$ cat src/rtl/hs_unit_pkg.sv
// Shared types for the handshake-unit blocks: skid buffer FSM state encoding.
package hs_unit_pkg;

  typedef enum logic [1:0] {
    EMPTY = 2'b00,
    BUSY  = 2'b01,
    FULL  = 2'b10
  } hs_skid_state_e;

endpackage

$ cat src/rtl/hs_unit_skid_buffer.sv
// Two-entry valid/ready register slice; m_data, m_valid and s_ready all come straight from flops.
// Define HS_UNIT_SKID_ASSERT_EN to compile in handshake-stability and state-encoding SVA.
module hs_unit_skid_buffer
  import hs_unit_pkg::*;
#(
  parameter type DATA_TYPE = logic
) (
  input  logic     clk,
  input  logic     rst,
  input  logic     s_valid,
  output logic     s_ready,
  input  DATA_TYPE s_data,
  output logic     m_valid,
  input  logic     m_ready,
  output DATA_TYPE m_data
);

  hs_skid_state_e state;
  DATA_TYPE       skid;
  logic           in_xfer, out_xfer;

  assign in_xfer  = s_valid & s_ready & ~rst;
  assign out_xfer = m_valid & m_ready & ~rst;

  // Flags are written alongside the state so they always match its decode.
  always_ff @(posedge clk) begin
    if (rst) begin
      state   <= EMPTY;
      m_valid <= 1'b0;
      s_ready <= 1'b0;
    end else begin
      case (state)
        EMPTY: begin
          s_ready <= 1'b1;
          if (in_xfer) begin
            state   <= BUSY;
            m_valid <= 1'b1;
          end
        end
        BUSY: begin
          if (in_xfer && !out_xfer) begin
            state   <= FULL;
            s_ready <= 1'b0;
          end else if (out_xfer && !in_xfer) begin
            state   <= EMPTY;
            m_valid <= 1'b0;
          end
        end
        FULL: begin
          if (out_xfer) begin
            state   <= BUSY;
            s_ready <= 1'b1;
          end
        end
        default: begin
          state   <= EMPTY;
          m_valid <= 1'b0;
          s_ready <= 1'b1;
        end
      endcase
    end
  end

  // Data registers carry no reset; validity is tracked by the FSM alone.
  always_ff @(posedge clk) begin
    case (state)
      EMPTY: if (in_xfer) m_data <= s_data;
      BUSY: begin
        if (in_xfer && out_xfer) m_data <= s_data;
        else if (in_xfer)        skid   <= s_data;
      end
      FULL: if (out_xfer) m_data <= skid;
      default: ;
    endcase
  end

`ifdef HS_UNIT_SKID_ASSERT_EN
  a_s_stable: assert property (@(posedge clk) disable iff (rst)
    (s_valid && !s_ready) |=> (s_valid && $stable(s_data)));
  a_m_stable: assert property (@(posedge clk) disable iff (rst)
    (m_valid && !m_ready) |=> (m_valid && $stable(m_data)));
  a_state_legal: assert property (@(posedge clk) disable iff (rst)
    (logic'(state[1] & state[0]) == 1'b0));
`else
`endif

endmodule

$ cat config.mk
export PLATFORM = sky130hd
export DESIGN_NAME = hs_unit_skid_buffer
export DESIGN_NICKNAME = d
export VERILOG_FILES = /design/src/rtl/hs_unit_pkg.sv /design/src/rtl/hs_unit_skid_buffer.sv
export SDC_FILE = /design/constraint.sdc
export NUM_CORES = 1
export LEC_CHECK = 0
export CORE_AREA = 3 3 40 42
export DETAILED_ROUTE_END_ITERATION = 8
export DIE_AREA = 0 0 43 45
export SKIP_LAST_GASP = 1
export SYNTH_ARGS = -nofsm -noshare
export SYNTH_HDL_FRONTEND = slang
export SYNTH_SLANG_ARGS = --single-unit
$ cat constraint.sdc
create_clock -name clk -period 1.2 [get_ports clk]
set_input_delay 0.12 -clock clk [delete_from_list [all_inputs] [get_ports clk]]
set_output_delay 0.12 -clock clk [all_outputs]
set_load 0.005 [all_outputs]
==> results of run 1 <==
-- metrics by stage --
step           power, W  cells  setup TNS, ps
2_1_floorplan  0.000277     34              0
3_3_place_gp   0.000355     67          -1960
3_5_place_dp   0.000354     67          -2040
4_1_cts        0.000545     70          -8.47
5_1_grt        0.000583     70           -282
6_report       0.000551     70          -55.8
-- tightest hold or removal path: stages --
cell	delay, ps
sky130_fd_sc_hd__dlygate4sd2_1	220
sky130_fd_sc_hd__buf_4	140
sky130_fd_sc_hd__a21oi_1	40
-- worst min path at each step --
stage	depth (start not counted)	start	end	slack, ps
5_1_grt	3	rst	state[1]	340
3_5_place_dp	1	skid	m_data	540
4_1_cts	3	rst	state[1]	330
3_3_place_gp	1	skid	m_data	540
6_report	3	rst	state[1]	330
2_1_floorplan	1	rst	state[1]	190
-- flip-flops by register name, indices dropped and copies added, names as in the netlist --
signal   cells
m_data       1
state        2
skid         1
s_ready      1
m_valid      1
-- layout make-up --
class | instances | share of cell area (%)
sequential | 6 | 25.7
tap | 15 | 3.38
clock buffer | 3 | 4.05
inverter | 5 | 3.38
multi-input combinational | 23 | 35.8
timing repair buffer | 18 | 27.7
-- routing by layer --
layer	up-vias	routed length, um	track usage [%]
met5	-	0	0
met4	0	15	7.23
met3	2	39	3.59
met2	10	365	12.9
met1	143	422	11.8
li1	163	-	-
-- cells in the mapped netlist, drive strengths merged --
library cell / count
nor2b: 1
o21ai: 1
nand3: 1
a31oi: 2
nand3b: 1
o32ai: 1
nand2: 2
a21oi: 3
mux2: 1
and3b: 1
inv: 5
and4bb: 1
nand2b: 3
edfxtp: 2
dfxtp: 4
ha: 3
o31ai: 1
o21a: 1
-- logic make-up (layout without fill, tap and decap cells) --
group                      after synthesis  after routing  synth area share (%)
and+or+nand+nor                         10             10                  20.1
AOI/OAI and AO/OA                        9              9                  17.0
DFF                                      6              6                  42.4
buffers and inverters                    5             26                  5.68
adders and majority gates                3              3                  11.4
muxes                                    1              1                  3.41
-- layout by cell type (no fill, tap or decap), drive strengths merged --
master / instances
o21ai: 1
o21a: 1
nand2b: 3
inv: 5
a31oi: 2
ha: 3
dfxtp: 4
nor2b: 1
mux2: 1
o31ai: 1
o32ai: 1
buf: 11
dlymetal6s2s: 2
nand2: 2
edfxtp: 2
and3b: 1
a21oi: 3
nand3: 1
clkbuf: 3
clkdlybuf4s50: 2
and4bb: 1
dlygate4sd2: 3
nand3b: 1
-- report_power, final --
part | total, W | internal (W) | switching, W
Clock | 0.000193 | 0.000114 | 0.0000793
Combinational | 0.000124 | 0.0000739 | 0.0000497
Sequential | 0.000234 | 0.000226 | 0.00000834
-- timing repair --
action | 4_1_cts | 5_1_grt
pin swaps | 2 | 1
setup endpoints to repair | 8 | 7
gates resized for setup | 6 | 6
==> run_results.csv, run 1 <==
group,metric,value,unit
global_route,initial_antenna_violation_count,0,
synthesis,netlist_area_before_placement,330,sq um
clock_tree,worstSkewPairLatency,250,ps
sta,rsz0062_at_grt,"yes",
global_route,grt_max_degree,6,
synthesis,synth-warning-count,0,
route,drt_wl_total,843,um
final_layout,seq_area,143,sq um
final_layout,final_core_utilization,43.2,%
global_route,grtUsageTotal,9.38,%
clock_tree,cts_num_sinks,6,
final_layout,area_delta_synth_final,68.2,%
setup_path,crit_path_start_kind,"flip-flop",
placement,placement.cell_area,502,sq um
sta,fmax,812,MHz
route,detail_routed_via_count_per_cell,4.54,
setup_path,timing.rr.start,"m_valid",
clock_tree,cts.reportedPaths.clkPinSlew,50,ps
floorplan,dieArea,1940,sq um
sta,finalClockSkew,8.85,ps
floorplan,ios,8,
setup_path,cp_data_required_time,1160,ps
power_and_ir_drop,powerDensity,991,nW/um^2
setup_path,reg2reg_depth,5,
final_layout,antenna_diode_instance_count,0,
final_layout,design_area,556,sq um
clock_tree,h-tree-depth,1,
setup_path,worstPathArrival,1190,ps
route,avg_wl_per_cell,12.0,um
sta,whs,331,ps
route,drc,0,
final_layout,layout.filler_cells,135,
setup_path,worst_path_fanout_max,3,
floorplan,floorplan.die.height,45,um
setup_path,critPathSlowestCell,"sky130_fd_sc_hd__dfxtp_2",
final_layout,drive_gt1_share,38.2,%
clock_tree,cts_buffers,3,
final_layout,number_of_nets_in_the_final_layout,65,
synthesis,synth_net_count,42,
synthesis,synth_largest_type_area_fraction,24.2,%
run,drv.max_cap_violation_count,0,
global_route,grt_pass1_wl,1280,um
clock_tree,cts.hold.buffers_added,0,
placement,port_buffers,7,
synthesis,synth-seq-cells,6,
sta,worstMarginPinSlew,194,ps
power_and_ir_drop,power_leakage,0.266,nW
setup_path,path_delay_family,"flip-flops",
placement,place_worst_setup_slack,-405,ps
setup_path,cp_cell_sequence,"nand3b_1 -> inv_2 -> ha_1 -> a21oi_1 -> o21ai_1",
sta,final_min_period_over_clock_period,103,%
placement,place.gp.congestion,0.803,
synthesis,netlist_top_cells_area,"sky130_fd_sc_hd__dfxtp_1 24%, sky130_fd_sc_hd__edfxtp_1 18%, sky130_fd_sc_hd__ha_1 11%, sky130_fd_sc_hd__nand2b_1 5.7%, sky130_fd_sc_hd__a21oi_1 4.5%",
route,firstDrtPassIters,1,
setup_path,setup.worst_path.class,"reg2reg",
setup_path,cpPeakStageDelay,320,ps
hold_path,worst_hold_path_type,"in2reg",
setup_path,critPathCapture,"m_data",
setup_path,worst_r2r_endpoint,"m_data",
route,dr_total_vias,318,
synthesis,post_synth_inst_count,34,
setup_path,r2r_slack,-30,ps
final_layout,multi_input_comb_area,199,sq um
floorplan,starting_density_of_the_core,25.7,%
floorplan,placeable_core_region,1280,sq um
floorplan,num_rows,13,
outcome,run_status,"complete, but fails checks",
sta,slew_viol_final,0,
synthesis,yosysUniqueCellTypes,19,
setup_path,worst_setup_path_end_kind,"flip-flop",
clock_tree,cts_setup_buffers,0,
global_route,grt_overflow_total,0,
clock_tree,cts.path.max_buffers,2,
global_route,via_count_of_the_first_global_routing_pass,323,
route,final_antenna_net_count,0,
route,detailedRoute.firstIterationViolations,0,
clock_tree,clock-root-buffer,"sky130_fd_sc_hd__clkbuf_4",
setup_path,critical_path_cell_count,5,
sta,hold_vio_cnt_final,0,
sta,timing.final.crit_period,1230,ps
setup_path,critPathLaunch,"m_valid",
sta,setup-violations-final,3,
sta,worst_slack,-31.3,ps
floorplan,die-width,43,um
placement,hpwlAfterDp,588,um
power_and_ir_drop,worst_ir_drop_vdd,350,uV
clock_tree,tritoncts,"yes",
sta,worst_slew_margin_rel,87.0,%
setup_path,cp.buffers_inverters,1,
outcome,failed_checks,"setup timing",
synthesis,postSynthAreaPerCell,9.72,sq um
synthesis,fraction_of_the_yosys_area_taken_by_sequential_cells,42.4,%
synthesis,synth_top_cell_by_area,"sky130_fd_sc_hd__dfxtp_1",
No activity file was read; power rests on OpenSTA's default activity.
==> inputs of run 2 (changes only) <==
--- a/config.mk
+++ b/config.mk
@@ -5,6 +5,7 @@
 export SDC_FILE = /design/constraint.sdc
 export NUM_CORES = 1
 export LEC_CHECK = 0
+export CAP_MARGIN = 10
 export CORE_AREA = 3 3 40 42
 export DETAILED_ROUTE_END_ITERATION = 8
 export DIE_AREA = 0 0 43 45
==> results of run 2 <==
No change in the layout: final DEF, timing and power equal those of run 1.
